`config.mk`:
```
export PLATFORM = sky130hd
export DESIGN_NAME = morse_key_decoder_flat
export DESIGN_NICKNAME = d
export VERILOG_FILES = /design/src/rtl/morse_key_decoder_if.sv /design/src/rtl/morse_key_decoder.sv /design/src/flat_wrapper.sv
export SDC_FILE = /design/constraint.sdc
export NUM_CORES = 1
export LEC_CHECK = 0
export BUFFER_PORTS_ARGS = -buffer_cell sky130_fd_sc_hd__buf_2
export CORE_AREA = 4 4 61 63
export DETAILED_ROUTE_END_ITERATION = 6
export DIE_AREA = 0 0 65 67
export PLACE_DENSITY = 0.83
export SKIP_LAST_GASP = 1
export SLEW_MARGIN = 20
export SYNTH_ARGS = -nofsm -noshare
export SYNTH_HDL_FRONTEND = slang
export SYNTH_SLANG_ARGS = --single-unit
```
`constraint.sdc`:
```
create_clock -name clk -period 1.8 [get_ports clk]
set_clock_uncertainty 0.2 [all_clocks]
set_input_delay 0.09 -clock clk [delete_from_list [all_inputs] [get_ports clk]]
set_output_delay 0.09 -clock clk [all_outputs]
set_load 0.02 [all_outputs]
```
`src/rtl/morse_key_decoder_if.sv`:
```
// Key-side bus of the Morse decoder: tick/key in, one letter record out.
interface morse_key_decoder_if;
  logic       tick;
  logic       key;
  logic       sym_valid;
  logic [2:0] sym_len;
  logic [4:0] sym_bits;
  logic       sym_err;

  modport master (
    output tick, key,
    input  sym_valid, sym_len, sym_bits, sym_err
  );

  modport slave (
    input  tick, key,
    output sym_valid, sym_len, sym_bits, sym_err
  );
endinterface

```
`src/rtl/morse_key_decoder.sv`:
```
// Morse key decoder: times presses and gaps on a tick base, classifies dots
// and dashes, and emits one registered letter record per letter gap.
module morse_key_decoder #(
  parameter int unsigned DOT_MAX    = 3,
  parameter int unsigned LETTER_GAP = 7,
  parameter int unsigned CNT_W      = 8
) (
  input  logic                clk,
  input  logic                rst,
  morse_key_decoder_if.slave  bus
);

  localparam int unsigned LEN_W    = 3;
  localparam int unsigned MAX_ELEM = 5;

  localparam logic [CNT_W-1:0] DOT_LIMIT = CNT_W'(DOT_MAX);
  localparam logic [CNT_W-1:0] GAP_LAST  = CNT_W'(LETTER_GAP - 1);
  localparam logic [CNT_W-1:0] CNT_SAT   = {CNT_W{1'b1}};
  localparam logic [LEN_W-1:0] LEN_FULL  = LEN_W'(MAX_ELEM);

  typedef enum logic [1:0] {
    IDLE  = 2'd0,
    PRESS = 2'd1,
    GAP   = 2'd2
  } state_t;

  state_t               state, state_nxt;
  logic                 key_m, key_s;
  logic [CNT_W-1:0]     cnt, cnt_nxt, cnt_inc;
  logic [LEN_W-1:0]     len, len_nxt;
  logic [MAX_ELEM-1:0]  bits, bits_nxt;
  logic                 err, err_nxt;

  logic                 out_valid, out_valid_nxt;
  logic [LEN_W-1:0]     out_len, out_len_nxt;
  logic [MAX_ELEM-1:0]  out_bits, out_bits_nxt;
  logic                 out_err, out_err_nxt;

  // Two-flop synchronizer for the asynchronous key level.
  always_ff @(posedge clk or posedge rst) begin
    if (rst) begin
      key_m <= 1'b0;
      key_s <= 1'b0;
    end else begin
      key_m <= bus.key;
      key_s <= key_m;
    end
  end

  // Saturating duration increment; a held key never wraps back to a dot.
  assign cnt_inc = (cnt == CNT_SAT) ? cnt : cnt + CNT_W'(1);

  // State, duration, letter assembly and output registers.
  always_ff @(posedge clk or posedge rst) begin
    if (rst) begin
      state     <= IDLE;
      cnt       <= '0;
      len       <= '0;
      bits      <= '0;
      err       <= 1'b0;
      out_valid <= 1'b0;
      out_len   <= '0;
      out_bits  <= '0;
      out_err   <= 1'b0;
    end else begin
      state     <= state_nxt;
      cnt       <= cnt_nxt;
      len       <= len_nxt;
      bits      <= bits_nxt;
      err       <= err_nxt;
      out_valid <= out_valid_nxt;
      out_len   <= out_len_nxt;
      out_bits  <= out_bits_nxt;
      out_err   <= out_err_nxt;
    end
  end

  // Next-state: classify on release, terminate the letter on a full gap.
  always_comb begin
    state_nxt     = state;
    cnt_nxt       = cnt;
    len_nxt       = len;
    bits_nxt      = bits;
    err_nxt       = err;
    out_valid_nxt = 1'b0;
    out_len_nxt   = out_len;
    out_bits_nxt  = out_bits;
    out_err_nxt   = out_err;

    unique case (state)
      IDLE: begin
        if (key_s) begin
          state_nxt = PRESS;
          cnt_nxt   = '0;
        end
      end

      PRESS: begin
        if (key_s) begin
          if (bus.tick) cnt_nxt = cnt_inc;
        end else begin
          if (len < LEN_FULL) begin
            bits_nxt[len] = (cnt > DOT_LIMIT);
            len_nxt       = len + LEN_W'(1);
          end else begin
            err_nxt = 1'b1;
          end
          state_nxt = GAP;
          cnt_nxt   = '0;
        end
      end

      GAP: begin
        if (bus.tick && (cnt == GAP_LAST)) begin
          // A press landing on the terminating cycle starts a fresh letter.
          out_valid_nxt = (len != '0);
          out_len_nxt   = len;
          out_bits_nxt  = bits;
          out_err_nxt   = err;
          len_nxt       = '0;
          bits_nxt      = '0;
          err_nxt       = 1'b0;
          cnt_nxt       = '0;
          state_nxt     = key_s ? PRESS : IDLE;
        end else if (key_s) begin
          state_nxt = PRESS;
          cnt_nxt   = '0;
        end else if (bus.tick) begin
          cnt_nxt = cnt_inc;
        end
      end

      default: begin
        state_nxt = IDLE;
        cnt_nxt   = '0;
      end
    endcase
  end

  assign bus.sym_valid = out_valid;
  assign bus.sym_len   = out_len;
  assign bus.sym_bits  = out_bits;
  assign bus.sym_err   = out_err;

endmodule

```
`src/flat_wrapper.sv`:
```
// flat-port wrapper written by rule: the top's interface ports become plain ports
module morse_key_decoder_flat 
#(
  parameter int unsigned DOT_MAX    = 3,
  parameter int unsigned LETTER_GAP = 7,
  parameter int unsigned CNT_W      = 8
)
  (clk, rst, bus_tick, bus_key, bus_sym_valid, bus_sym_len, bus_sym_bits, bus_sym_err);
  morse_key_decoder_if bus_i ();
  input  logic clk;
  input  logic rst;
  input wire logic [$bits(bus_i.tick)-1:0] bus_tick;
  input wire logic [$bits(bus_i.key)-1:0] bus_key;
  output wire logic [$bits(bus_i.sym_valid)-1:0] bus_sym_valid;
  output wire logic [$bits(bus_i.sym_len)-1:0] bus_sym_len;
  output wire logic [$bits(bus_i.sym_bits)-1:0] bus_sym_bits;
  output wire logic [$bits(bus_i.sym_err)-1:0] bus_sym_err;
  assign bus_i.tick = bus_tick;
  assign bus_i.key = bus_key;
  assign bus_sym_valid = bus_i.sym_valid;
  assign bus_sym_len = bus_i.sym_len;
  assign bus_sym_bits = bus_i.sym_bits;
  assign bus_sym_err = bus_i.sym_err;
  morse_key_decoder #(.DOT_MAX(DOT_MAX), .LETTER_GAP(LETTER_GAP), .CNT_W(CNT_W)) u_core (.clk(clk), .rst(rst), .bus(bus_i));
endmodule
```
Word level (Yosys, flattened, before mapping)
Cells that the tools add are included.

storage, ports and cells
  register bits = 31

cells by class
  $add $sub $neg = 2
  $lt $le $gt $ge = 4
  eq/ne operators = 9
  muxes and demuxes = 29
  reduce and logical (&&, ||, !) cells = 8

operator list
  cell                                                               count
  2-to-1 mux 8 bit                                                   6
  case mux 8 bit (3 select lines)                                    1
  2-to-1 mux 5 bit                                                   3
  case mux 5 bit (2 select lines)                                    1
  2-to-1 mux 3 bit                                                   3
  adder 8 x 1 -> 8 bit, second input constant                        1
  == test 8 x 3 -> 1 bit, second input constant                      1
  == test 8 bit, second input constant                               1
  > comparator 8 x 2 -> 1 bit, second input constant                 1
  AND reduction 4 bit                                                2
  2-to-1 mux 1 bit                                                   7
  2-to-1 mux 2 bit                                                   3
  inequality test 2 x 1 -> 1 bit, second input constant              3
  case mux 2 bit (3 select lines)                                    1
  case mux 3 bit (2 select lines)                                    1
  bitwise mux 5 bit                                                  1
  < comparator 3 x 4 -> 1 bit, second input constant                 1
  inequality test 2 bit, second input constant                       2
  adder 3 x 1 -> 3 bit, second input constant                        1
  demux 1 bit (select 3 bit)                                         1
  greater-or-equal comparator 3 x 1 -> 1 bit, second input constant  1
  < comparator 3 bit, second input constant                          1
  nonzero test 3 bit                                                 1
  == test 2 x 1 -> 1 bit, second input constant                      1
  other kinds (6)                                                    7

Longest topological paths before layout
Gate-level depths: netlist of the first run.

  depth in word-level cells = 8
  depth in mapped cells = 8

Worst setup path before layout of the first run
Ideal clock, no wire load.

  kind = register -> register
  start = reg u_core.state[1]
  end = reg u_core.bits[2]
  arrival = 1463 ps
  required time = 1490 ps
  slack = 27 ps
  cell stages (with the launch flop) = 7
  path buffers = 0
  period minus slack after synthesis = 1773 ps
  cells stage by stage = dfrtp_1 inv_1 ha_1 nand2b_1 nor3_2 a21bo_2 o41ai_1

between the ends
  cells in the longest elaborated chain, start to end = 3

ends and longest elaborated chain
  what                                                              RTL line                 source
  start: declaration                                                morse_key_decoder.sv:27  state_t state, state_nxt;
  start signal: assignment                                          morse_key_decoder.sv:66  state <= state_nxt;
  == test 2 x 1 -> 1 bit / == test 2 bit (equally long branches)    morse_key_decoder.sv:90  unique case (state)
  inequality test 2 x 1 -> 1 bit (no line) (tied with other cells)  n/a
  AND reduction 4 bit (no line)                                     n/a
  end signal: assignment                                            morse_key_decoder.sv:69  bits <= bits_nxt;
  end: declaration                                                  morse_key_decoder.sv:31  logic [MAX_ELEM-1:0] bits, bits_nxt;

Parallel ways exist; a longest one is shown, timed or not.
A chain may end at the register's enable or synchronous reset.

Worst setup path after layout of the first run
  start = reg u_core.state[0]
  end = reg u_core.cnt[1]

between the ends
  cells in the longest elaborated chain, start to end = 2

ends and longest elaborated chain
  what                                                                                      RTL line                 source
  == test 2 bit (tied with other cells)                                                     morse_key_decoder.sv:90
  case mux 8 bit (3 select lines) / inequality test 2 x 1 -> 1 bit (equally long branches)  n/a
  end signal: assignment                                                                    morse_key_decoder.sv:67  cnt <= cnt_nxt;
  end: declaration                                                                          morse_key_decoder.sv:29  logic [CNT_W-1:0] cnt, cnt_nxt, cnt_inc;

Parallel ways exist; a longest one is shown, timed or not.

==> results.py, run 1 <==
metrics = {
    "run_status": {
        "status": "complete, but fails checks",
        "violations": "setup timing",
    },
    "global_routing": {
        "grt_pass1_vias": 1382,
        "use_met2": 0.349,
        "grt_max_degree": 32,
        "gr-total-overflow": 0,
        "busiest_layer": "met2",
        "grt_use_met1": 0.215,
        "use_met3": 0.0506,
        "antenna_found_initial": 0,
        "grt_pass1_wl_mm": 6.31,
        "grt_usage": 0.195,
    },
    "synth": {
        "synth_cell_types": 39,
        "synth.avg_cell_area_um2": 9.93,
        "synth_nets": 179,
        "yosysWarningCount": 0,
        "mappedNetlistArea_mm2": 0.00166,
        "yosysTopAreaCell": "dfrtp_1",
        "netlist_instances": 167,
        "synth-edff-count": 0,
        "synth_top_area_frac": 0.468,
        "yosysSeqAreaShare": 0.468,
        "async_flop_share": 1.00,
        "synth_ff_type": "dfrtp_1",
        "ys_seq_elements": 31,
        "yosys-top-cells-area": "dfrtp_1 47%, ha_1 6.0%, mux2_2 4.8%",
    },
    "finish": {
        "fillCellCount": 255,
        "synthToLayoutAreaGrowth_pct": 34.2,
        "drive_gt1_frac": 0.405,
        "finalNetCount": 231,
        "antenna_cells": 0,
    },
    "timing": {
        "worstMarginPinSlew_ns": 0.409,
        "rsz0062_at_grt": "true",
        "slew_violations": 0,
        "finalSetupViolations": 2,
        "fin_crit_ns": 1.82,
        "max_freq_mhz": 550,
        "relSlewSlack": 0.725,
        "finalCritPeriodShare": 1.01,
        "setup_slack_ns": -0.0195,
        "hold_violations": 0,
        "fin_setup_tns_ns": -0.0314,
        "whs_ns": 0.157,
    },
    "route": {
        "drcViolationCount": 0,
        "via_per_inst": 5.61,
        "vias": 1492,
        "dr.first_iter.drc_count": 77,
        "final_antenna_net_count": 0,
        "dr.pass1.iters": 4,
        "avgRoutedWirePerCell_um": 14.4,
        "wl_mm": 3.84,
    },
    "power": {
        "power_density_mw_per_mm2": 1170,
        "power.leakage_uw": 0.00105,
        "swShare": 0.401,
        "p_clk_frac": 0.149,
        "ir_drop_mv": 0.398,
        "power_uw": 2610,
        "power_switching_uw": 1050,
        "intPower_uw": 1560,
        "combPwrFrac": 0.519,
        "power_frac_seq": 0.332,
    },
    "worst_setup_path": {
        "worstSetupEndpointType": "flip-flop",
        "setup.worst_path.class": "reg -> reg",
        "r2r-end": "u_core.cnt[1]$_DFFE_PP0P_",
        "endpoint": "u_core.cnt[1]$_DFFE_PP0P_",
        "slowest_delay_ns": 0.43,
        "cpMaxStageDelayCell": "dfrtp_1",
        "critPathTopFamily": "compound AO/OA/AOI/OAI gates",
        "timing.rr.start": "u_core.state[0]$_DFFE_PP0N_",
        "crit_chain": "inv_2, ha_4, and3b_1, a32o_2, a21oi_2, o22ai_1",
        "required_ns": 1.81,
        "arrival_ns": 1.83,
        "reg2reg_depth": 6,
        "rrSetupSlack_ns": -0.02,
        "cp_max_fo": 5,
        "start_kind": "flip-flop",
        "startpoint": "u_core.state[0]$_DFFE_PP0N_",
        "path_depth": 6,
        "cp_num_buf_inv": 1,
    },
    "clock_network": {
        "cts_max_level": 2,
        "clkSinkCount": 31,
        "clkLatencyLatePin_ns": 0.32,
        "tritoncts": "yes",
        "cts_made_buffers": 5,
        "path_clk_slew_ns": 0.09,
        "cts_root_buf": "clkbuf_4",
        "cts.path.max_buffers": 2,
    },
    "die": {
        "core_mm2": 0.00323,
        "die_x_um": 65,
        "placementRows": 21,
        "io_pins": 14,
        "die_h_um": 67,
        "initial_core_util": 0.513,
        "die-area_mm2": 0.00436,
    },
    "min_path": {
        "hold_path.class": "reg -> reg",
    },
    "placement": {
        "place_hpwl_mm": 2.57,
        "port_buffers": 13,
        "dp_slack_ns": -0.139,
        "routabilityCongestion": 0.888,
    },
    "flow_run": {
        "drv_cap": 0,
    },
}
==> stage by stage <==
step	std cells	util	instance area, um^2
final	266	0.689	2230
after floorplan	167	-	1660
after global routing	266	0.689	2230
after detailed placement	248	0.607	1960
after global placement	248	0.607	1960
after CTS	261	0.654	2110
==> power groups by stage <==
stage	registers, uW	clock network [uW]	logic (uW)
2_1_floorplan	855	0	672
3_3_place_gp	861	0	969
3_5_place_dp	872	0	1020
4_1_cts	861	398	1130
5_1_grt	880	440	1470
6_report	867	388	1360
==> sequential cells by signal, summed over array words and instances (netlist names) <==
register	count
u_core.err	1
u_core.key_s	1
u_core.bits	5
u_core.state	2
u_core.key_m	1
u_core.len	3
u_core.bus.sym_err	1
u_core.cnt	8
u_core.bus.sym_valid	1
u_core.bus.sym_bits	5
u_core.bus.sym_len	3
==> layout make-up <==
class | instances | area [um^2] | area share
inverters | 11 | 41.3 | 0.0185
well taps | 46 | 57.6 | 0.0259
repair buffers | 53 | 380 | 0.171
clock inverters | 3 | 15.0 | 0.00675
clock buffers | 5 | 37.5 | 0.0169
multi-input cells | 117 | 918 | 0.413
flip-flops and latches | 31 | 776 | 0.349
==> placed cells by master, fill, tap and decap left out, drive strengths merged, types with 3 or more instances in the layout <==
master        n
clkinv        3
ha            8
a21oi        10
dlygate4sd3   3
nor4          3
nand2b        3
o21a          3
nand2        18
inv          11
dfrtp        31
nand3         9
o211ai        3
buf          50
clkbuf        5
o21ai        14
nor3          4
mux2          7
o41ai         4
nor2          8
o22ai         3
==> synthesized netlist by cell type, drive strengths merged (2+ instances only) <==
library cell and number:
a21oi 10, a22o 2, a31oi 2, buf 6
clkbuf 3, dfrtp 31, ha 8, inv 11
mux2 7, nand2 18, nand2b 3, nand3 9
nor2 8, nor2b 2, nor3 4, nor4 3
o211ai 3, o21a 3, o21ai 14, o22ai 3
o31ai 2, o41ai 4
==> worst min path at each step <==
stage	startpoint	to	slack [ns]	cells after the start
after floorplan	bus_key	u_core.key_m$_DFF_PP0_	-0.08	0
after global placement	rst	u_core.cnt[1]$_DFFE_PP0P_	-0.02	3
after detailed placement	rst	u_core.cnt[2]$_DFFE_PP0P_	-0.01	3
after CTS	u_core.key_m$_DFF_PP0_	u_core.key_s$_DFF_PP0_	0.16	0
after global routing	rst	u_core.bits[4]$_DFFE_PP0P_	0.18	4
final	u_core.key_m$_DFF_PP0_	u_core.key_s$_DFF_PP0_	0.16	0
==> repair_timing <==
action | 4_1_cts | 5_1_grt
gates cloned | 1 | 0
endpoints found under the setup margin | 24 | 21
endpoints found under the hold margin | 33 | 0
pin swaps | 2 | 16
hold buffers | 3 | 0
gates resized for setup | 16 | 17
setup buffers | 1 | 5
==> per-layer routing <==
metal  vias up  part of all wire
met2        35              0.53
met5         -                 0
met4         0             0.017
met1       738              0.41
li1        713                 -
met3         6             0.041
==> cells by family (layout without fill, tap and decap cells) <==
family	after synthesis	after routing	share of synthesized area
AOI/OAI and AO/OA	49	50	0.193
DFF	31	31	0.468
and+or+nand+nor	51	51	0.168
adders and majority gates	8	8	0.0603
muxes	8	8	0.0535
buffers and inverters	20	72	0.0573
Note: power is estimated with default switching activity, not from simulation.
==> inputs of run 2 (changes only) <==
- CORE_AREA: 4 4 61 63 -> 4 4 76 50
- CTS_BUF_LIST: not set -> sky130_fd_sc_hd__clkbuf_4 sky130_fd_sc_hd__clkbuf_8
- DIE_AREA: 0 0 65 67 -> 0 0 80 54
- PLACE_DENSITY: 0.83 -> 0.85
==> results.py, run 2 (synthesized netlist as in run 1, its figures left out) <==
metrics = {
    "timing": {
        "worstMarginPinSlew_ns": 0.400,
        "fin_crit_ns": 1.96,
        "rsz0062_at_grt": "true",
        "hold_violations": 0,
        "fin_setup_tns_ns": -1.45,
        "setup_slack_ns": -0.155,
        "finalCritPeriodShare": 1.09,
        "max_freq_mhz": 511,
        "relSlewSlack": 0.731,
        "finalSetupViolations": 23,
        "slew_violations": 0,
    },
    "worst_setup_path": {
        "worstSetupEndpointType": "flip-flop",
        "timing.rr.start": "u_core.cnt[0]$_DFFE_PP0P_",
        "cp_max_fo": 5,
        "rrSetupSlack_ns": -0.16,
        "r2r-end": "u_core.cnt[5]$_DFFE_PP0P_",
        "endpoint": "u_core.cnt[5]$_DFFE_PP0P_",
        "arrival_ns": 1.91,
        "setup.worst_path.class": "reg -> reg",
        "required_ns": 1.76,
        "start_kind": "flip-flop",
        "startpoint": "u_core.cnt[0]$_DFFE_PP0P_",
        "reg2reg_depth": 7,
    },
    "power": {
        "power.leakage_uw": 0.00113,
        "intPower_uw": 1960,
        "swShare": 0.405,
        "ir_drop_mv": 0.933,
        "power_frac_seq": 0.268,
        "power_switching_uw": 1340,
        "combPwrFrac": 0.517,
        "power_density_mw_per_mm2": 1360,
        "p_clk_frac": 0.215,
    },
    "clock_network": {
        "clkLatencyLatePin_ns": 0.29,
        "cts_root_buf": "clkbuf_8",
        "cts_max_level": 2,
        "cts_made_buffers": 5,
        "cts.path.max_buffers": 2,
        "tritoncts": "yes",
        "clkSinkCount": 31,
        "path_clk_slew_ns": 0.06,
    },
    "global_routing": {
        "grt_usage": 0.238,
        "gr-total-overflow": 0,
        "grt_pass1_vias": 1467,
        "grt_pass1_wl_mm": 7.58,
        "antenna_found_initial": 0,
        "grt_max_degree": 32,
    },
    "finish": {
        "fillCellCount": 177,
        "finalNonFillerCells": 267,
        "drive_gt1_frac": 0.477,
        "largest_reg_flops": 8,
        "regMostFlops": "u_core.cnt",
        "antenna_cells": 0,
        "multi_input_area_mm2": 0.00104,
        "final_cell_mix": "36 x buf_4, 31 x dfrtp_1, 16 x nand2_1",
        "finalNetCount": 233,
        "final_common_cell": "buf_4",
        "seqCellArea_um2": 776,
        "synthToLayoutAreaGrowth_pct": 46.2,
    },
    "route": {
        "dr.pass1.iters": 5,
        "drcViolationCount": 0,
        "final_antenna_net_count": 0,
        "via_per_inst": 6.43,
        "wl_mm": 5.68,
        "dr.first_iter.drc_count": 329,
        "avgRoutedWirePerCell_um": 21.3,
        "vias": 1717,
    },
    "die": {
        "io_pins": 14,
        "core_mm2": 0.00312,
        "initial_core_util": 0.531,
        "die_h_um": 54,
        "die-area_mm2": 0.00432,
        "placementRows": 16,
        "die_x_um": 80,
    },
    "flow_run": {
        "drv_cap": 0,
    },
    "placement": {
        "port_buffers": 13,
        "routabilityCongestion": 0.889,
        "place_hpwl_mm": 2.99,
        "dp.cells": 247,
    },
    "run_status": {
        "violations": "setup timing",
        "status": "complete, but fails checks",
    },
    "min_path": {
        "hold_path.class": "in -> reg",
    },
}
run 2: cell types whose count changed in the layout (fill, tap and decap cells not counted), sizes merged:
cell,delta
clkinv,-2
clkbuf,+1
nand3,+1
buf,+2
dlygate4sd3,-1
bufinv,+1
run 2: power by group through the flow:
stage          Combinational (uW)  Clock (uW)  Sequential, uW
2_1_floorplan                 672           0             855
3_3_place_gp                  962           0             866
3_5_place_dp                 1050           0             876
4_1_cts                      1330         707             863
5_1_grt                      1780         748             890
6_report                     1710         710             884
run 2: layout make-up:
class | instances | share of cell area
Clock buffer | 6 | 0.0341
Clock inverter | 2 | 0.0144
Inverter | 11 | 0.0170
Multi-Input combinational cell | 118 | 0.431
Sequential cell | 31 | 0.320
Tap cell | 45 | 0.0232
Timing Repair Buffer | 54 | 0.160
run 2: timing repair:
item / CTS / global route
setup buffers: 3 / 5
endpoints found under the hold margin: 32 / 0
resized for setup: 24 / 36
endpoints found under the setup margin: 29 / 29
pin swaps: 5 / 15
hold buffers: 2 / 0
gates cloned: 1 / 1
run 2: per-layer routing:
metal  wire length [um]  track usage  vias to the layer above  part of all wire
met3                609       0.0652                       36              0.11
met2               2590        0.371                      142              0.46
met1               2230        0.314                      821              0.39
li1                   -            -                      718                 -
met4                245        0.101                        0             0.043
met5                  0            0                        -                 0
run 2: critical path, cell delays in order, from the launching register on:
cell and delay (ns):
dfrtp_1 0.42, inv_2 0.11, ha_4 0.12, and4b_1 0.22, nand2_2 0.13, a32o_2 0.32, a21oi_2 0.19, o22ai_2 0.12
run 2: how the worst min path moves through the flow:
stage                   from                                  to  slack, ns  cells after the start
detailed placement       rst  u_core.bus.sym_bits[4]$_DFFE_PP0P_      -0.01                      3
global placement         rst  u_core.bus.sym_bits[4]$_DFFE_PP0P_      -0.03                      3
floorplan            bus_key              u_core.key_m$_DFF_PP0_      -0.08                      0
finish              bus_tick           u_core.cnt[6]$_DFFE_PP0P_       0.08                      5
CTS                 bus_tick           u_core.cnt[6]$_DFFE_PP0P_       0.04                      5
global route        bus_tick           u_core.cnt[3]$_DFFE_PP0P_       0.11                      4
run 2: metrics by stage:
| stage | total power (uW) | util | hold WS (ns) | instance area (um^2) | worst slack [ns] |
|---|---|---|---|---|---|
| global route | 3420 | 0.776 | 0.113 | 2420 | -0.174 |
| detailed placement | 1930 | 0.627 | -0.0124 | 1960 | -0.196 |
| finish | 3300 | 0.776 | 0.0814 | 2420 | -0.155 |
| global placement | 1830 | 0.627 | -0.0250 | 1960 | -0.0511 |
| CTS | 2900 | 0.718 | 0.0426 | 2240 | -0.0360 |
| floorplan | 1530 | - | -0.0786 | 1660 | 0.0270 |
==> inputs of run 3 (changes only) <==
- CORE_AREA: 4 4 76 50 -> 4 4 72 47
- CTS_BUF_LIST: sky130_fd_sc_hd__clkbuf_4 sky130_fd_sc_hd__clkbuf_8 -> not set
- DIE_AREA: 0 0 80 54 -> 0 0 76 51
- PLACE_DENSITY: 0.85 -> 0.9
- clock period: 1.8 -> 2.5 ns (I/O delays scaled with it)
==> results.py, run 3 (synthesized netlist as in run 1, its figures left out) <==
metrics = {
    "finish": {
        "antenna_cells": 0,
        "utilization": 0.676,
        "fillCellCount": 212,
        "synthToLayoutAreaGrowth_pct": 12.4,
        "finalNetCount": 194,
        "drive_gt1_frac": 0.202,
        "regMostFlops": "u_core.cnt",
        "final_common_cell": "dfrtp_1",
        "largest_reg_flops": 8,
        "final_cell_mix": "31 x dfrtp_1, 17 x nand2_1, 14 x o21ai_0",
    },
    "global_routing": {
        "grt_max_degree": 32,
        "grt_pass1_wl_mm": 5.52,
        "grt_pass1_vias": 1204,
        "grt_usage": 0.181,
        "antenna_found_initial": 0,
        "gr-total-overflow": 0,
    },
    "timing": {
        "rsz0062_at_grt": "false",
        "max_freq_mhz": 440,
        "worstMarginPinSlew_ns": 0.500,
        "fin_setup_tns_ns": 0,
        "finalSetupViolations": 0,
        "relSlewSlack": 0.666,
        "hold_violations": 0,
        "whs_ns": 0.108,
        "slew_violations": 0,
        "finalCritPeriodShare": 0.910,
        "fin_crit_ns": 2.27,
    },
    "power": {
        "power_density_mw_per_mm2": 923,
        "power.leakage_uw": 0.000862,
        "power_frac_seq": 0.395,
        "p_clk_frac": 0.295,
        "swShare": 0.357,
        "ir_drop_mv": 0.506,
        "power_switching_uw": 614,
        "intPower_uw": 1110,
        "combPwrFrac": 0.311,
    },
    "route": {
        "vias": 1311,
        "dr.pass1.iters": 4,
        "avgRoutedWirePerCell_um": 15.1,
        "via_per_inst": 6.04,
        "final_antenna_net_count": 0,
        "wl_mm": 3.28,
        "dr.first_iter.drc_count": 127,
        "drcViolationCount": 0,
    },
    "clock_network": {
        "cts_max_level": 2,
        "cts.path.max_buffers": 2,
        "cts_resized": 0,
        "ctsHoldBuffers": 2,
        "cts_root_buf": "clkbuf_8",
        "clkLatencyLatePin_ns": 0.28,
        "cts_made_buffers": 5,
        "tritoncts": "yes",
        "path_clk_slew_ns": 0.07,
        "clkSinkCount": 31,
        "post-cts-setup-buffers": 0,
    },
    "worst_setup_path": {
        "timing.rr.start": "u_core.state[0]$_DFFE_PP0N_",
        "start_kind": "flip-flop",
        "arrival_ns": 2.27,
        "r2r-end": "u_core.cnt[2]$_DFFE_PP0P_",
        "rrSetupSlack_ns": 0.23,
        "cpMaxStageDelayCell": "ha_1",
        "crit_chain": "inv_1, ha_1, and3b_1, a32o_1, nand3_2, o211ai_1",
        "cp_max_fo": 15,
        "path_depth": 6,
        "critPathTopFamily": "compound AO/OA/AOI/OAI gates",
        "required_ns": 2.50,
        "worstSetupEndpointType": "flip-flop",
        "reg2reg_depth": 6,
        "slowest_delay_ns": 0.47,
        "startpoint": "u_core.state[0]$_DFFE_PP0N_",
        "cp_num_buf_inv": 1,
        "setup.worst_path.class": "reg -> reg",
    },
    "die": {
        "placementRows": 15,
        "io_pins": 14,
        "initial_core_util": 0.601,
        "die-area_mm2": 0.00388,
        "core_mm2": 0.00276,
        "die_x_um": 76,
        "die_h_um": 51,
    },
    "placement": {
        "port_buffers": 13,
        "routabilityCongestion": 0.835,
        "place_hpwl_mm": 2.35,
    },
    "min_path": {
        "min_path_cells": 5,
        "hold_start": "bus_tick",
        "holdPathEnd": "u_core.cnt[6]$_DFFE_PP0P_",
        "hold_path.class": "in -> reg",
    },
    "flow_run": {
        "drv_cap": 0,
    },
    "run_status": {
        "status": "completed",
    },
}
==> run 3: power by group through the flow <==
stage | Sequential, uW | Combinational (uW) | Clock (uW)
finish | 680 | 535 | 507
global route | 693 | 604 | 535
detailed placement | 689 | 523 | 0
floorplan | 616 | 484 | 0
CTS | 679 | 533 | 509
global placement | 675 | 491 | 0
==> run 3: per-stage QoR <==
stage / total power (uW) / cells / cell area (um^2) / setup slack (ns)
final: 1720 / 217 / 1870 / 0.226
after global placement: 1170 / 207 / 1730 / 0.401
after CTS: 1720 / 217 / 1870 / 0.269
after floorplan: 1100 / 167 / 1660 / 0.727
after detailed placement: 1210 / 207 / 1730 / 0.255
after global routing: 1830 / 217 / 1870 / 0.0374
==> run 3: layout make-up <==
cell class,instances,area [um^2],area share
Inverter,11,41.3,0.0221
Sequential cell,31,776,0.416
Timing Repair Buffer,17,100,0.0537
Clock buffer,6,82.6,0.0443
Multi-Input combinational cell,116,788,0.423
Tap cell,34,42.5,0.0228
Clock inverter,2,35.0,0.0188
==> run 3: worst max-delay path by stage <==
stage,slack (ns),end
after floorplan,0.73,u_core.bits[2]$_DFFE_PP0P_
after global placement,0.40,u_core.cnt[2]$_DFFE_PP0P_
after detailed placement,0.26,u_core.cnt[0]$_DFFE_PP0P_
after CTS,0.27,u_core.cnt[2]$_DFFE_PP0P_
after global routing,0.04,u_core.cnt[2]$_DFFE_PP0P_
final,0.23,u_core.cnt[2]$_DFFE_PP0P_
==> run 3: worst reg2reg max path, cell delays in order, from the launching register on <==
cell	delay, ns
dfrtp_1	0.41
inv_1	0.10
ha_1	0.47
and3b_1	0.23
a32o_1	0.39
nand3_2	0.18
o211ai_1	0.21
==> run 3: metal layers <==
| metal | track usage | routed length, um | vias to the layer above |
|---|---|---|---|
| met5 | 0 | 0 | - |
| li1 | - | - | 628 |
| met3 | 0.0546 | 212 | 5 |
| met2 | 0.271 | 1450 | 43 |
| met4 | 0.0680 | 33 | 0 |
| met1 | 0.248 | 1580 | 635 |
